--- config.mk ---
export PLATFORM = sky130hd
export DESIGN_NAME = smartv_fault_responder
export DESIGN_NICKNAME = d
export VERILOG_FILES = /design/src/rtl/riscv_defines.sv /design/src/rtl/smartv_sat_counter.sv /design/src/rtl/smartv_fault_responder.sv
export SDC_FILE = /design/constraint.sdc
export NUM_CORES = 1
export LEC_CHECK = 0
export BUFFER_PORTS_ARGS = -buffer_cell sky130_fd_sc_hd__buf_4
export CAP_MARGIN = 25
export CORE_ASPECT_RATIO = 0.6
export CORE_MARGIN = 2
export CORE_UTILIZATION = 44
export DETAILED_ROUTE_END_ITERATION = 6
export GPL_TIMING_DRIVEN = 0
export PLACE_DENSITY = 0.73
export SLEW_MARGIN = 10
export SYNTH_ARGS = -nofsm -noshare
export SYNTH_HDL_FRONTEND = slang
export SYNTH_SLANG_ARGS = --single-unit
export TNS_END_PERCENT = 50
--- constraint.sdc ---
create_clock -name clk -period 1.7 [get_ports clk]
set_clock_uncertainty 0.1 [all_clocks]
set_input_delay 0.34 -clock clk [delete_from_list [all_inputs] [get_ports clk]]
set_output_delay 0.34 -clock clk [all_outputs]
set_load 0.01 [all_outputs]
--- src/rtl/riscv_defines.sv ---
// Shared exception cause codes and fault-responder enums.
package riscv_defines;

    localparam logic [4:0] EXC_CAUSE_INSTR_ACCESS = 5'd1;
    localparam logic [4:0] EXC_CAUSE_LOAD_ACCESS  = 5'd5;
    localparam logic [4:0] EXC_CAUSE_STORE_ACCESS = 5'd7;

    typedef enum logic {
        SRC_DATA  = 1'b0,
        SRC_INSTR = 1'b1
    } fault_src_e;

    typedef enum logic [1:0] {
        ST_IDLE = 2'd0,
        ST_PEND = 2'd1,
        ST_ACK  = 2'd2
    } resp_state_e;

endpackage

--- src/rtl/smartv_sat_counter.sv ---
// Saturating up-counter with synchronous clear; count updates one cycle after inc.
// Clear has priority over increment; at all-ones the count holds.
module smartv_sat_counter #(
    parameter int CNT_W = 8
) (
    input  logic             clk,
    input  logic             rst_n,
    input  logic             inc,
    input  logic             clr,
    output logic [CNT_W-1:0] count
);

    localparam logic [CNT_W-1:0] CNT_MAX = '1;

    always_ff @(posedge clk or negedge rst_n) begin
        if (!rst_n) begin
            count <= '0;
        end else if (clr) begin
            count <= '0;
        end else if (inc && (count != CNT_MAX)) begin
            count <= count + CNT_W'(1);
        end
    end

endmodule

--- src/rtl/smartv_fault_responder.sv ---
// Turns protection-unit data errors and prefetch faults into one precise exception; exc_req_o one cycle after the fault,
// data_err_ack_o one cycle after exc_ack_i. Faults arriving while an exception is outstanding are ignored.
module smartv_fault_responder
    import riscv_defines::*;
#(
    parameter int CNT_W      = 8,
    parameter int MAX_FAULTS = 16
) (
    input  logic             clk,
    input  logic             rst_n,
    input  logic             data_req_i,
    input  logic [31:0]      data_addr_i,
    input  logic             data_we_i,
    input  logic             data_err_i,
    output logic             data_err_ack_o,
    input  logic             instr_req_i,
    input  logic [31:0]      instr_addr_i,
    input  logic             instr_fault_i,
    output logic             exc_req_o,
    output logic [4:0]       exc_cause_o,
    output logic [31:0]      exc_tval_o,
    input  logic             exc_ack_i,
    input  logic             clear_i,
    output logic [CNT_W-1:0] fault_cnt_o,
    output logic             lockout_o
);

    resp_state_e state;
    fault_src_e  src;
    logic [31:0] samp_addr;
    logic        samp_we;
    logic        capture;

    assign capture = (state == ST_IDLE) && (data_err_i || (instr_req_i && instr_fault_i));

    always_ff @(posedge clk or negedge rst_n) begin
        if (!rst_n) begin
            state          <= ST_IDLE;
            src            <= SRC_DATA;
            samp_addr      <= '0;
            samp_we        <= 1'b0;
            exc_req_o      <= 1'b0;
            exc_cause_o    <= '0;
            exc_tval_o     <= '0;
            data_err_ack_o <= 1'b0;
        end else begin
            case (state)
                ST_IDLE: begin
                    // data_err_i lags its request by one cycle, so the sample taken
                    // last cycle is the one that belongs to the erroring access.
                    if (data_req_i) begin
                        samp_addr <= data_addr_i;
                        samp_we   <= data_we_i;
                    end
                    if (data_err_i) begin
                        state       <= ST_PEND;
                        src         <= SRC_DATA;
                        exc_req_o   <= 1'b1;
                        exc_cause_o <= samp_we ? EXC_CAUSE_STORE_ACCESS : EXC_CAUSE_LOAD_ACCESS;
                        exc_tval_o  <= samp_addr;
                    end else if (instr_req_i && instr_fault_i) begin
                        state       <= ST_PEND;
                        src         <= SRC_INSTR;
                        exc_req_o   <= 1'b1;
                        exc_cause_o <= EXC_CAUSE_INSTR_ACCESS;
                        exc_tval_o  <= instr_addr_i;
                    end
                end
                ST_PEND: begin
                    if (exc_ack_i) begin
                        exc_req_o   <= 1'b0;
                        exc_cause_o <= '0;
                        exc_tval_o  <= '0;
                        if (src == SRC_DATA) begin
                            state          <= ST_ACK;
                            data_err_ack_o <= 1'b1;
                        end else begin
                            state <= ST_IDLE;
                        end
                    end
                end
                ST_ACK: begin
                    data_err_ack_o <= 1'b0;
                    state          <= ST_IDLE;
                end
                default: begin
                    state <= ST_IDLE;
                end
            endcase
        end
    end

    smartv_sat_counter #(
        .CNT_W (CNT_W)
    ) u_cnt (
        .clk   (clk),
        .rst_n (rst_n),
        .inc   (capture),
        .clr   (clear_i),
        .count (fault_cnt_o)
    );

    assign lockout_o = (fault_cnt_o >= CNT_W'(MAX_FAULTS));

endmodule

==> impl_summary.log, run 1 <==
INFO  metric area_growth = 43.1%
INFO  metric post-route-worst-setup-slack = -134 ps
INFO  metric die_x = 119 um
INFO  metric cp.buffers_inverters = 1
INFO  metric worstMarginPinSlew = around 500 ps
INFO  metric grt_util_all_layers = 0.225
INFO  metric run_status = finished, violations left
INFO  metric cp-endpoint = lockout_o
INFO  metric synth_cells = about 300
INFO  metric p_int = approximately 5.5 mW
INFO  metric reg2reg_setup_slack = roughly 40 ps
INFO  metric critical-path-slowest-cell = or4_4
INFO  metric p_switching = between 2 and 3 mW
INFO  metric drt_pass1_iterations = 4
INFO  metric wl_per_cell = between 15 and 20 um
INFO  metric antenna_found_initial = 0
INFO  metric hpwl = 6630 um
INFO  metric synth_enable_flop_cells = 0
INFO  metric clock_sink_count = 80
INFO  metric synth.distinct_cells = 46
INFO  metric swShare = 0.330
INFO  metric drc = 0
INFO  metric synthDominantAreaCellType = dfrtp_1
INFO  metric finalWeightedCongestion = ~0.8
INFO  metric synth_area_per_cell = 11.8 sq um
INFO  metric clock_latency = 330 ps
INFO  metric unrepaired_setup_endpoints_after_global_routing = yes
INFO  metric worstSetupStartpoint = u_cnt.count[4]
INFO  metric seqCellArea = between 0.002 and 0.0025 sq mm
INFO  metric worst-endpoint-required = ~1300 ps
INFO  metric layout_min_cycle_time = 1830 ps
INFO  metric cts.path.max_buffers = 2
INFO  metric layout-drive-gt1-share = 0.471
INFO  metric final_cells = approximately 550
INFO  metric synth_top_area_frac = 0.569
INFO  metric core_footprint = between 0.007 and 0.008 sq mm
INFO  metric critical_path_class = reg2out
INFO  metric worst-r2r-cell-count = 5
INFO  metric path_delay_family = simple AND/OR/NAND/NOR gates
INFO  metric clkPwrFrac = 0.211
INFO  metric h-tree-depth = 3
INFO  metric critical_register_to_register_path_endpoint = u_cnt.count[0]
INFO  metric number_of_instances_in_the_placed_design = 524
INFO  metric dominantRegCellSynth = dfrtp_1
INFO  metric clock.fmax = approximately 550 MHz
INFO  metric synth.top_cells.by_area = dfrtp_1 57%, mux2_2 11%, o21ai_0 4.1%
INFO  metric worst_setup_path_start_kind = register
INFO  metric seq_power_share = 0.388
INFO  metric final-max-slew-violation-count = 0
INFO  metric critical_path_arrival = approximately 1400 ps
INFO  metric clk_transition_reported_paths = around 50 ps
INFO  metric routed-via-count = around 2900
INFO  metric yosys_synthesis_warning_count = 0
INFO  metric power.ir.vdd_worst = 0.706 mV
INFO  metric worst-path-stages = 2
INFO  metric grt_start_max_net_pins = between 80 and 90
INFO  metric multi_input_comb_area = 0.00138 sq mm
INFO  metric vias_per_cell = 5.30
INFO  metric synth.ff_latch_count = 80
INFO  metric antennaDiodeCount = 0
INFO  metric synth_seq_area_share = 0.569
INFO  metric dr.first_iter.drc_count = between 100 and 150
INFO  metric global_route.overflow_total = 0
INFO  metric initial_utilization = 0.450
INFO  metric failing_checks = setup timing
INFO  metric worst_hold_path.num_cells = 2
INFO  metric first_global_vias = 2901
INFO  metric critical_path.reg2reg.startpoint = u_cnt.count[5]
INFO  metric comb_power_share = 0.401
INFO  metric route.antenna.remaining_nets = 0
INFO  metric dpl_cell_area = 0.00453 sq mm
INFO  metric cp_max_fo = 2
INFO  metric setup_violations = 1
INFO  metric synth_common_cells = 80 x dfrtp_1, 33 x mux2_2, 29 x o21ai_0, 27 x nand3_1, 22 x o22ai_1
INFO  metric die_y = between 70 and 80 um
INFO  metric ys_async_sr_fraction = 1.00
INFO  metric tritoncts.num_buffers = 9
INFO  metric cts_tree = yes
INFO  metric synth.cell_area = ~0.0035 sq mm
INFO  metric max_cap_viols = 0
INFO  metric die_area = slightly below 0.009 sq mm
INFO  metric core.rowCount = 25
INFO  metric cts_root_buffer = clkbuf_16
INFO  metric routed_wl = 9430 um
INFO  metric path_cells = or4_4 -> buf_6
INFO  metric finalCoreUtilization = 0.643
INFO  metric fin_nets = just over 500
INFO  metric finish.instance_area = 0.00503 sq mm
INFO  metric synth.most_common_cell = dfrtp_1
INFO  metric finalHoldViolations = 0
INFO  metric hold_slack = 105 ps
INFO  metric max_slew_margin = 0.662
INFO  metric wire_length_of_the_first_global_routing_pass = 14800 um
INFO  metric p_leak = between 2 and 2.5 nW
INFO  metric final.setup.tns = -134 ps
INFO  metric ratio_of_total_power_to_cell_area = 1630 mW/mm^2
INFO  metric layout.filler_cells = about 660
INFO  metric worstHoldPathType = in2reg
INFO  metric setup.worst_path.end_class = primary output
INFO  metric timing.final.crit_share = 1.08
INFO  metric ioPinCount = ~120
INFO  metric buffer_ports.inserted = 116
INFO  metric max_stage_delay = 530 ps
## metal layers
| metal | vias to the layer above | global-route usage | part of all wire |
|---|---|---|---|
| met5 | - | 0 | 0 |
| met4 | 0 | 0.0889 | 0.018 |
| met3 | 19 | 0.0734 | 0.087 |
| met2 | 115 | 0.323 | 0.43 |
| met1 | 1420 | 0.318 | 0.46 |
| li1 | 1372 | - | - |
## registers in the layout, summed over array words and instances, names as in the netlist
signal and cells:
data_err_ack_o 1, exc_cause_o 3, exc_tval_o 32, samp_addr 32
samp_we 1, src 1, state 2, u_cnt.count 8
## through the flow
stage / setup slack [ps] / total power, mW
6_report: -134 / 8.23
2_1_floorplan: 48.5 / 4.91
5_1_grt: -158 / 8.74
3_5_place_dp: -99.8 / 6.20
3_3_place_gp: -59.0 / 6.07
4_1_cts: -145 / 8.18
## worst min path at each step
stage,start,endpoint
2_1_floorplan,rst_n,data_err_ack_o
3_3_place_gp,src,state[1]
3_5_place_dp,src,state[1]
4_1_cts,exc_ack_i,state[0]
5_1_grt,exc_ack_i,state[0]
6_report,exc_ack_i,state[0]
## power groups by stage
stage          Clock (mW)  Sequential, mW  Combinational, mW
2_1_floorplan           0            3.28               1.64
3_3_place_gp            0            3.16               2.91
3_5_place_dp            0            3.20               3.01
4_1_cts              1.77            3.19               3.22
5_1_grt              1.84            3.29               3.61
6_report             1.73            3.19               3.30
## cells in the final DEF, fill, tap and decap left out, drive strengths merged, types with 6 or more instances in the layout
cell type / synthesis / layout
a21oi: 6 / 6
buf: 17 / 144
clkbuf: 6 / 18
dfrtp: 80 / 80
inv: 6 / 6
mux2: 34 / 34
mux2i: 8 / 8
nand2: 12 / 12
nand3: 27 / 27
nor2: 12 / 12
nor3: 6 / 6
o21ai: 30 / 30
o22ai: 22 / 22
## final cells by class
class                      count  share of cell area
sequential                    80               0.399
multi-input combinational    191               0.274
timing repair buffer         130               0.208
clock buffer                  12              0.0490
buffer                        21              0.0351
tap                          108              0.0269
inverter                       6             0.00448
clock inverter                 4             0.00398
## logic make-up (layout without fill, tap and decap cells)
logic type	Yosys count	after routing	synth area share
flip-flops	80	80	0.569
AO/OA/AOI/OAI	74	74	0.132
AND/OR/NAND/NOR	71	71	0.109
multiplexers	42	42	0.132
buffers and inverters	29	173	0.0502
adder cells (fa/ha/maj)	2	2	0.00712
other	1	2	0.00107
## timing repair
item | in CTS | in global routing
setup buffers | 7 | 4
pin swaps | 1 | 5
cloned | 1 | 0
hold endpoints to repair | 0 | 14
hold buffers | 0 | 1
setup endpoints to repair | 51 | 29
gates resized for setup | 17 | 8
Note: power is estimated with default switching activity, not from simulation.
==> inputs of run 2 (changes only) <==
==> constraint.sdc (replaced) <==
create_clock -name clk -period 1.7 [get_ports clk]
set_clock_uncertainty 0.1 [all_clocks]
set_input_delay 0.255 -clock clk [delete_from_list [all_inputs] [get_ports clk]]
set_output_delay 0.255 -clock clk [all_outputs]
set_load 0.01 [all_outputs]
==> impl_summary.log, run 2 (synthesized netlist as in run 1, its figures left out) <==
INFO  metric buffer_ports.inserted = 116 (unchanged)
INFO  metric critical_path.reg2reg.startpoint = state[0]
INFO  metric dpl_cell_area = 0.00453 sq mm (unchanged)
INFO  metric core_footprint = 0.00782 sq mm (unchanged)
INFO  metric vias_per_cell = 5.34 (+0.81%)
INFO  metric layout_commonest_cell = buf_4
INFO  metric p_leak = 2.40 nW (+2.4%)
INFO  metric max_stage_delay = 530 ps (about the same)
INFO  metric worst_setup_path_start_kind = register
INFO  metric failing_checks = setup timing
INFO  metric timing.final.crit_share = 1.04 (-0.0375)
INFO  metric max_cap_viols = 0 (unchanged)
INFO  metric post-route-worst-setup-slack = -70.1 ps (+63.7 ps)
INFO  metric ioPinCount = 121 (unchanged)
INFO  metric layout.filler_cells = 646 (-2.4%)
INFO  metric fin_nets = 521 (+1.4%)
INFO  metric tritoncts.num_buffers = 9 (unchanged)
INFO  metric h-tree-depth = 3 (unchanged)
INFO  metric clock.fmax = 565 MHz (+3.6%)
INFO  metric drc = 0 (unchanged)
INFO  metric routed_wl = 9790 um (+3.8%)
INFO  metric worstHoldStart = exc_ack_i
INFO  metric layout-drive-gt1-share = 0.479 (+0.00821)
INFO  metric wl_per_cell = 17.5 um (+2.5%)
INFO  metric area_growth = 46.2%
INFO  metric die_area = 0.00874 sq mm (unchanged)
INFO  metric grt_util_all_layers = 0.222 (-0.00317)
INFO  metric drt_pass1_iterations = 4 (unchanged)
INFO  metric finalHoldViolations = 0 (unchanged)
INFO  metric clock_sink_count = 80 (unchanged)
INFO  metric global_route.overflow_total = 0 (unchanged)
INFO  metric hold_slack = 21.0 ps (-84.4 ps)
INFO  metric cts_root_buffer = clkbuf_16
INFO  metric cp_max_fo = 3 (+1)
INFO  metric cts.path.max_buffers = 2 (unchanged)
INFO  metric layout_min_cycle_time = 1770 ps (-63.7 ps)
INFO  metric route.antenna.remaining_nets = 0 (unchanged)
INFO  metric setup_violations = 1 (unchanged)
INFO  metric wire_length_of_the_first_global_routing_pass = 14600 um (-1.2%)
INFO  metric reg2reg_setup_slack = 50 ps (about the same)
INFO  metric worst_hold_path.num_cells = 2 (unchanged)
INFO  metric cts_tree = yes
INFO  metric final-max-slew-violation-count = 0 (unchanged)
INFO  metric finish.instance_area = 0.00514 sq mm (+2.1%)
INFO  metric worstHoldPathType = in2reg
INFO  metric hpwl = 6630 um (unchanged)
INFO  metric mostFrequentLayoutCells = 133 x buf_4, 78 x dfrtp_1, 33 x mux2_2
INFO  metric finalWeightedCongestion = 0.798 (unchanged)
INFO  metric hold-path-endpoint = state[0]
INFO  metric run_status = finished, violations left
INFO  metric initial_utilization = 0.450 (unchanged)
INFO  metric dr.first_iter.drc_count = 144 (+3.6%)
INFO  metric grt_start_max_net_pins = 81 (unchanged)
INFO  metric setup.worst_path.end_class = primary output
INFO  metric die_y = 73.2 um (unchanged)
INFO  metric worst-endpoint-required = 1340 ps (+80 ps)
INFO  metric clock_latency = 330 ps (about the same)
INFO  metric core.rowCount = 25 (unchanged)
INFO  metric antenna_found_initial = 0 (unchanged)
INFO  metric critical_path_class = reg2out
INFO  metric ratio_of_total_power_to_cell_area = 1640 mW/mm^2 (about the same)
INFO  metric critical-path-slowest-cell = or4_4
INFO  metric critical_register_to_register_path_endpoint = samp_addr[1]
INFO  metric unrepaired_setup_endpoints_after_global_routing = yes
INFO  metric critical_path_arrival = 1420 ps (+30 ps)
INFO  metric power.ir.vdd_worst = 0.706 mV (-0.13%)
INFO  metric clk_transition_reported_paths = 60 ps (about the same)
INFO  metric antennaDiodeCount = 0 (unchanged)
INFO  metric die_x = 119 um (unchanged)
INFO  metric routed-via-count = 2987 (+2.1%)
INFO  metric first_global_vias = 2892 (-0.31%)
INFO  metric path_cells = or4_4 -> buf_6
INFO  metric largest_registers = exc_tval_o x32, samp_addr x32, u_cnt.count x8
INFO  metric worst-r2r-cell-count = 6 (+1)
==> run 2: power breakdown <==
| part | total [mW] | switching [mW] | internal, mW |
|---|---|---|---|
| sequential | 3.19 | 0.458 | 2.73 |
| clock | 1.73 | 0.711 | 1.02 |
| combinational | 3.49 | 1.60 | 1.89 |
==> run 2: worst max-delay path: cells and delay by family (launching register included) <==
kind / cells / cell delay (ps)
buf+inv: 1 / 130
flops: 1 / 420
simple gates: 1 / 530
==> run 2: per-layer routing <==
layer | vias to the layer above | track usage | share of wire
met5 | - | 0 | 0
met4 | 0 | 0.0850 | 0.018
met3 | 19 | 0.0742 | 0.093
met2 | 126 | 0.319 | 0.42
met1 | 1459 | 0.313 | 0.47
li1 | 1383 | - | -
==> run 2: worst max path at each step <==
stage	cells past startpoint	endpoint	start	slack, ps
2_1_floorplan	4	u_cnt.count[0]	u_cnt.count[4]	50
3_3_place_gp	6	samp_addr[29]	state[1]	-60
3_5_place_dp	5	exc_tval_o[19]	state[1]	-100
4_1_cts	2	lockout_o	u_cnt.count[5]	-80
5_1_grt	2	lockout_o	u_cnt.count[4]	-90
6_report	2	lockout_o	u_cnt.count[4]	-70
==> run 2: timing repair <==
| item | CTS | global route |
|---|---|---|
| endpoints found under the hold margin | 0 | 14 |
| setup endpoints to repair | 51 | 53 |
| hold buffers | 0 | 1 |
| resized for setup | 15 | 19 |
| gates cloned | 0 | 4 |
| buffers inserted | 5 | 8 |
| pin swaps | 0 | 6 |
==> run 2: final cells by class <==
cell class | instances | area, sq um | area share
Tap cell | 108 | 135 | 0.0263
Buffer | 23 | 216 | 0.0421
Clock buffer | 12 | 246 | 0.0480
Clock inverter | 4 | 20.0 | 0.00390
Inverter | 6 | 22.5 | 0.00438
Sequential cell | 80 | 2000 | 0.390
Multi-Input combinational cell | 191 | 1380 | 0.269
Timing Repair Buffer | 135 | 1110 | 0.216
==> run 2: through the flow <==
stage / setup slack, ps / std cells / TNS (ps) / utilization / total power, mW
global placement: -59.0 / 524 / -1440 / 0.579 / 6.07
global route: -92.2 / 559 / -92.8 / 0.657 / 8.92
CTS: -76.7 / 545 / -76.7 / 0.625 / 8.05
floorplan: 48.5 / 300 / 0 / - / 4.91
finish: -70.1 / 559 / -70.1 / 0.657 / 8.40
detailed placement: -99.8 / 524 / -3550 / 0.579 / 6.20
